## config.mk

```make
export PLATFORM = sky130hd
export DESIGN_NAME = i2c_slave_cmdqueue
export DESIGN_NICKNAME = d
export VERILOG_FILES = /design/src/rtl/i2c_slave_cmdqueue_pkg.sv /design/src/rtl/i2c_cmd_fifo.sv /design/src/rtl/i2c_slave_cmdqueue.sv
export SDC_FILE = /design/constraint.sdc
export NUM_CORES = 1
export LEC_CHECK = 0
export BUFFER_PORTS_ARGS = -buffer_cell sky130_fd_sc_hd__buf_2
export CORE_MARGIN = 5
export CORE_UTILIZATION = 35
export CTS_BUF_LIST = sky130_fd_sc_hd__clkbuf_8
export DETAILED_ROUTE_END_ITERATION = 12
export GPL_TIMING_DRIVEN = 0
export PLACE_DENSITY = 0.48
export SYNTH_ARGS = -nofsm -noshare
export SYNTH_HDL_FRONTEND = slang
export SYNTH_HIERARCHICAL = 1
export SYNTH_SLANG_ARGS = --single-unit
```

## constraint.sdc

```tcl
create_clock -name clk -period 5.9 [get_ports clk]
set_input_delay 0.885 -clock clk [delete_from_list [all_inputs] [get_ports clk]]
set_output_delay 0.885 -clock clk [all_outputs]
set_load 0.005 [all_outputs]
```

## src/rtl/i2c_slave_cmdqueue_pkg.sv

```systemverilog
// Shared register map, command addresses and TPU opcodes for the I2C command queue.
// Also provides the helper that lays out a 48-bit TPU command from its bytes.
package i2c_slave_cmdqueue_pkg;

  localparam logic TRUE  = 1'b1;
  localparam logic FALSE = 1'b0;

  // Operand register addresses (0x00..0x09) and the status register.
  localparam logic [7:0] I2C_CHARACTER = 8'h00;
  localparam logic [7:0] I2C_XTEXT     = 8'h01;
  localparam logic [7:0] I2C_YTEXT     = 8'h02;
  localparam logic [7:0] I2C_ATTR1     = 8'h03;
  localparam logic [7:0] I2C_ATTR2     = 8'h04;
  localparam logic [7:0] I2C_MCHAR     = 8'h05;
  localparam logic [7:0] I2C_MATTR1    = 8'h06;
  localparam logic [7:0] I2C_MATTR2    = 8'h07;
  localparam logic [7:0] I2C_XEND      = 8'h08;
  localparam logic [7:0] I2C_YEND      = 8'h09;
  localparam logic [7:0] I2C_OPR_END   = 8'h0A;
  localparam logic [7:0] I2C_STATUS    = 8'h7F;

  localparam int NUM_OPR = 10;

  // Command addresses; writing any of these pushes a command.
  localparam logic [7:0] I2C_CLEARSCREEN = 8'h80;
  localparam logic [7:0] I2C_PRINT       = 8'h81;
  localparam logic [7:0] I2C_LOCATE      = 8'h82;
  localparam logic [7:0] I2C_SETATTR     = 8'h83;
  localparam logic [7:0] I2C_SETMASK     = 8'h84;
  localparam logic [7:0] I2C_FILLAREA    = 8'h85;

  typedef enum logic [7:0] {
    TPU_CLEARSCREEN = 8'h01,
    TPU_PRINT       = 8'h02,
    TPU_LOCATE      = 8'h03,
    TPU_SETATTR     = 8'h04,
    TPU_SETMASK     = 8'h05,
    TPU_FILLAREA    = 8'h06
  } tpu_op_e;

  function automatic logic [47:0] pack_cmd(input tpu_op_e op, input logic [7:0] b1,
                                           input logic [7:0] b2, input logic [7:0] b3);
    return {16'h0000, b3, b2, b1, op};
  endfunction

endpackage

```

## src/rtl/i2c_cmd_fifo.sv

```systemverilog
// Show-ahead command FIFO: the head is visible combinationally, 0 while empty.
// Pointers and count reset asynchronously; storage has no reset.
module i2c_cmd_fifo #(
  parameter int WIDTH = 48,
  parameter int DEPTH = 8
) (
  input  logic                         clk,
  input  logic                         reset,
  input  logic                         push,
  input  logic [WIDTH-1:0]             push_data,
  input  logic                         pop,
  output logic [WIDTH-1:0]             head,
  output logic                         full,
  output logic                         empty,
  output logic [$clog2(DEPTH+1)-1:0]   level
);

  localparam int PTR_W = $clog2(DEPTH);
  localparam int LVL_W = $clog2(DEPTH+1);

  logic [WIDTH-1:0] mem [DEPTH];
  logic [PTR_W-1:0] wr_ptr;
  logic [PTR_W-1:0] rd_ptr;
  logic [LVL_W-1:0] count;
  logic             do_push;
  logic             do_pop;

  assign full    = (count == LVL_W'(DEPTH));
  assign empty   = (count == '0);
  assign level   = count;
  assign do_push = push && !full;
  assign do_pop  = pop && !empty;
  assign head    = empty ? '0 : mem[rd_ptr];

  always_ff @(posedge clk) begin
    if (do_push) mem[wr_ptr] <= push_data;
  end

  // Power-of-two depth lets the pointers wrap naturally.
  always_ff @(posedge clk or posedge reset) begin
    if (reset) begin
      wr_ptr <= '0;
      rd_ptr <= '0;
      count  <= '0;
    end else begin
      if (do_push) wr_ptr <= wr_ptr + 1'b1;
      if (do_pop)  rd_ptr <= rd_ptr + 1'b1;
      case ({do_push, do_pop})
        2'b10:   count <= count + 1'b1;
        2'b01:   count <= count - 1'b1;
        default: count <= count;
      endcase
    end
  end

endmodule

```

## src/rtl/i2c_slave_cmdqueue.sv

```systemverilog
// I2C register bank that builds TPU commands and queues them toward the TPU.
// Optional cursor auto-advance on PRINT is enabled by defining I2C_CMDQ_AUTOADVANCE_EN.
module i2c_slave_cmdqueue
  import i2c_slave_cmdqueue_pkg::*;
#(
  parameter int DEPTH     = 8,
  parameter int CMD_W     = 48,
  parameter int TEXT_COLS = 80,
  parameter int TEXT_ROWS = 25
) (
  input  logic                         clk,
  input  logic                         reset,
  input  logic [7:0]                   addr,
  input  logic [7:0]                   dataIn,
  input  logic                         writeEn,
  output logic [7:0]                   dataOut,
  output logic [CMD_W-1:0]             command,
  output logic                         cmd_valid,
  input  logic                         cmd_ready,
  output logic                         overflow,
  output logic [$clog2(DEPTH+1)-1:0]   fifo_level
);

  if (DEPTH < 2 || (DEPTH & (DEPTH - 1)) != 0) begin : g_bad_depth
    $error("DEPTH must be a power of two and at least 2");
  end
  if (CMD_W < 48 || TEXT_COLS < 2 || TEXT_COLS > 256 || TEXT_ROWS < 2 || TEXT_ROWS > 256)
  begin : g_bad_geometry
    $error("CMD_W must hold 6 bytes and the text grid must fit 8-bit cursor registers");
  end

  localparam int IDX_CHAR = 0, IDX_X = 1, IDX_Y = 2, IDX_A1 = 3, IDX_A2 = 4;
  localparam int IDX_MCHAR = 5, IDX_MA1 = 6, IDX_MA2 = 7, IDX_XEND = 8, IDX_YEND = 9;

  logic [7:0]       opr [NUM_OPR];
  logic [7:0]       read_data;
  logic [47:0]      built_cmd;
  logic             cmd_known;
  logic             cmd_push;
  logic             fifo_full;
  logic             fifo_empty;

  // Commands are built from the operand values as they stand before this edge.
  always_comb begin
    cmd_known = TRUE;
    built_cmd = '0;
    case (addr)
      I2C_CLEARSCREEN: built_cmd = pack_cmd(TPU_CLEARSCREEN, 8'h00, 8'h00, 8'h00);
      I2C_PRINT:       built_cmd = pack_cmd(TPU_PRINT, opr[IDX_CHAR], 8'h00, 8'h00);
      I2C_LOCATE:      built_cmd = pack_cmd(TPU_LOCATE, opr[IDX_X], opr[IDX_Y], 8'h00);
      I2C_SETATTR:     built_cmd = pack_cmd(TPU_SETATTR, opr[IDX_A1], opr[IDX_A2], 8'h00);
      I2C_SETMASK:     built_cmd = pack_cmd(TPU_SETMASK, opr[IDX_MCHAR], opr[IDX_MA1],
                                            opr[IDX_MA2]);
      I2C_FILLAREA:    built_cmd = pack_cmd(TPU_FILLAREA, opr[IDX_XEND], opr[IDX_YEND],
                                            opr[IDX_CHAR]);
      default:         cmd_known = FALSE;
    endcase
  end

  assign cmd_push  = writeEn && cmd_known;
  assign cmd_valid = !fifo_empty;

  always_comb begin
    read_data = 8'h00;
    if (addr < I2C_OPR_END)
      read_data = opr[addr[3:0]];
    else if (addr == I2C_STATUS)
      read_data = {overflow, 7'(fifo_level)};
  end

  always_ff @(posedge clk or posedge reset) begin
    if (reset) begin
      for (int i = 0; i < NUM_OPR; i++) opr[i] <= 8'h00;
      dataOut  <= 8'h00;
      overflow <= 1'b0;
    end else begin
      dataOut <= read_data;
      if (writeEn && addr < I2C_OPR_END) opr[addr[3:0]] <= dataIn;
      if (writeEn && addr == I2C_STATUS) overflow <= 1'b0;
      // Fullness is judged before the edge, so a same-cycle pop cannot rescue the push.
      if (cmd_push && fifo_full) overflow <= 1'b1;
`ifdef I2C_CMDQ_AUTOADVANCE_EN
      if (cmd_push && !fifo_full && addr == I2C_PRINT) begin
        if (opr[IDX_X] == 8'(TEXT_COLS - 1)) begin
          opr[IDX_X] <= 8'h00;
          opr[IDX_Y] <= (opr[IDX_Y] == 8'(TEXT_ROWS - 1)) ? 8'h00 : opr[IDX_Y] + 8'd1;
        end else begin
          opr[IDX_X] <= opr[IDX_X] + 8'd1;
        end
      end
`endif
    end
  end

  i2c_cmd_fifo #(
    .WIDTH (CMD_W),
    .DEPTH (DEPTH)
  ) u_fifo (
    .clk       (clk),
    .reset     (reset),
    .push      (cmd_push),
    .push_data (CMD_W'(built_cmd)),
    .pop       (cmd_ready),
    .head      (command),
    .full      (fifo_full),
    .empty     (fifo_empty),
    .level     (fifo_level)
  );

endmodule
```

==> flow_summary.yaml <==
detailed_routing:
  drt-total-wl_um: 50800
  initialDrtViolationCount: 660
  ant_nets: 0
  wl_per_cell_um: 23.1
  first_pass_iters: 5
  vias: 10700
  drc_errors: 0
  vias_per_cell: 4.88
logic_synthesis:
  yosys.area.top_type_share_pct: 58.1
  synth_area_um2: 19900
  synth_area_per_cell_um2: 19.4
  synth_seq_cells: 483
  ys_warn_count: 6
  syn-instance-count: 1024
  ys_types: 63
  synthTopCellsByArea: "edfxtp_1, dfrtp_1, mux4_2, mux2_2, a22o_1"
  synth-edff-count: 384
  seq_area_frac_synth_pct: 70.6
  synth_flop_cell: "edfxtp_1"
  yosysTopAreaCell: "edfxtp_1"
  async_flop_share_pct: 20.5
worst_setup_path:
  endpoint_kind: "flop"
  crit_type: "primary input to flop"
  arrival_ns: 4.42
  worstPathRequired_ns: 6.25
  path_cells: "buf_2 -> or4b_4 -> or3_1 -> clkbuf_2 -> a21oi_1 -> nand3_1 -> nor2_4 -> buf_12 -> buf_16"
  crit_fanout: 20
  r2r_setup_slack_ns: 3.00
  critPathSlowestCell: "nor2_4"
  slowest_delay_ns: 0.80
  startpoint_type: "primary input"
placed_design:
  gp_congestion: 0.807
  place_area_um2: 22400
  dp.final_hpwl_um: 32300
  dp.cells: 2041
  port_buffers: 73
worst_hold_path:
  hp-class: "primary input to async pin"
clock_tree:
  clockBufferDepth: 3
  cts_tree: "built"
  clk_pin_slew_ns: 0.07
  post_cts_buffers: 0
  cts-buffers-inserted: 86
  root_buffer: "clkbuf_8"
  cts.sinks: 483
  ctsHoldBuffers: 0
  cts-htree-levels: 3
  cts_resized: 0
  clkLatencyLatePin_ns: 0.66
die:
  die_w_um: 248
  die-area_um2: 61600
  core-area_um2: 56300
  io-pin-count: 82
  row_count: 87
  initial_core_util_pct: 35.3
  die_h_um: 248
sta:
  finalCritPeriodShare_pct: 68.9
  skew_ns: 0.0286
  worst_slew_pin_slew_ns: 1.10
  setup_viol: 0
  rsz0062_at_grt: "false"
  fmax_ghz: 0.246
  hold_viol: 0
  relSlewSlack_pct: 26.1
  min_period_ns: 4.07
  finalMaxSlewViolations: 0
final_layout:
  fillers: 5161
  layout.nets: 1398
  final_cell_mix: "edfxtp_1, conb_1, mux4_2, dfrtp_1, clkbuf_8"
  area_delta_synth_final_pct: 21.0
  ff_latch_area_um2: 14000
  drive_above_1_share_pct: 31.8
  final_common_cell: "edfxtp_1"
  final_area_um2: 24000
  multi_input_area_um2: 6140
  final_cells: 2200
pwr:
  power.leakage_nw: 9.21
  max-vdd-ir-drop_v: 0.000198
  cellPowerDensity_nw_per_um2: 374
grt:
  grt_pass1_vias: 11600
  antenna_found_initial: 1
  track_usage_pct: 16.8
  grt_pass1_wl_um: 75900
  grt_max_degree: 54
  grt-ovfl-total: 0
status:
  status: "complete, no violations"
job:
  drv_cap: 0
[cells in the mapped netlist (all sizes together), types with 3 or more instances]
| cell | count |
|---|---|
| a311oi | 4 |
| ha | 5 |
| a221oi | 7 |
| dfrtp | 99 |
| o21ai | 8 |
| or4b | 3 |
| mux2 | 83 |
| buf | 43 |
| nor2b | 7 |
| nand2 | 17 |
| nor2 | 33 |
| a21oi | 12 |
| edfxtp | 384 |
| nand3b | 4 |
| o22ai | 10 |
| a22oi | 10 |
| nand2b | 5 |
| inv | 9 |
| xnor2 | 5 |
| a22o | 54 |
| clkbuf | 21 |
| nor3 | 8 |
| or3b | 3 |
| nand3 | 9 |
| o221ai | 3 |
| a211oi | 5 |
| mux2i | 38 |
| mux4 | 106 |
| a31oi | 4 |
| nor4b | 4 |
[where the power goes]
group / switching [W] / internal [W] / total [W] / leakage, nW
combinational: 0.00116 / 0.00103 / 0.00219 / 3.17
sequential: 0.0000755 / 0.00373 / 0.00381 / 5.09
clock: 0.00139 / 0.00161 / 0.00300 / 0.944
total: 0.00262 / 0.00637 / 0.00899 / 9.21
[registers in the layout, indices dropped and copies added, names as in the netlist]
name	count
opr	80
u_fifo/mem	384
overflow	1
dataOut	8
u_fifo/wr_ptr	3
u_fifo/rd_ptr	3
u_fifo/level	4
[logic make-up (layout without fill, tap and decap cells)]
kind of cell             Yosys count  count (layout)  synth area share, %
multiplexers                     227             227                 18.6
AO/OA/AOI/OAI                    124             124                 4.81
other                              1             169               0.0189
flip-flops                       483             483                 70.6
adder cells (fa/ha/maj)            5               5                0.315
AND/OR/NAND/NOR                  104             104                 3.33
XOR/XNOR                           7               7                0.309
buffers and inverters             73             325                 2.01
[final cells by class]
cell class              count  share of cell area [%]
clock buffers              94                    5.38
multi-input cells         635                    25.6
clock inverters            64                    1.53
repair buffers             94                    3.63
flip-flops and latches    483                    58.3
plain buffers              64                    1.52
diodes                      1                  0.0104
well taps                 756                    3.94
inverters                   9                   0.151
[per-stage QoR]
stage          setup TNS (ns)  hold WS, ns  power (W)  setup slack, ns  utilization [%]
2_1_floorplan               0        0.477    0.00531            0.994                -
3_3_place_gp          -718.46        0.493    0.00614            -2.24             38.7
3_5_place_dp                0        0.499    0.00615             1.13             39.7
4_1_cts                     0        0.234    0.00918             1.86             42.7
5_1_grt                     0        0.278    0.00947             1.72             42.7
6_report                    0        0.297    0.00899             1.83             42.7
[path summary, 6_finish.rpt]
| kind | start | to | cells after the start |
|---|---|---|---|
| min in group clk | opr[33]$_DFFE_PP0P_ | opr[33]$_DFFE_PP0P_ | 1 |
| setup / recovery | addr[6] | u_fifo/mem[5][30]$_DFFE_PP_ | 9 |
| hold / removal | reset | opr[67]$_DFFE_PP0P_ | 2 |
| max in group asynchronous | reset | opr[13]$_DFFE_PP0P_ | 3 |
| hold reg to reg | opr[33]$_DFFE_PP0P_ | opr[33]$_DFFE_PP0P_ | 1 |
| setup reg to reg | u_fifo/level[0]$_DFFE_PP0P_ | u_fifo/level[3]$_DFFE_PP0P_ | 7 |
[per-layer routing]
metal / global-route usage (%) / part of all wire, % / wire length (um)
met3: 3.42 / 4.9 / 2470
met4: 5.53 / 2.9 / 1450
met5: 0 / 0.026 / 13
met1: 23.8 / 45 / 22900
met2: 26.2 / 47 / 24000
[critical path, delay by kind of cell]
| family | cells | cell delay [ns] |
|---|---|---|
| AND/OR/NAND/NOR | 4 | 2.16 |
| buffers and inverters | 4 | 0.79 |
| AO/OA/AOI/OAI | 1 | 0.54 |
(Power assumes the default switching activity.)
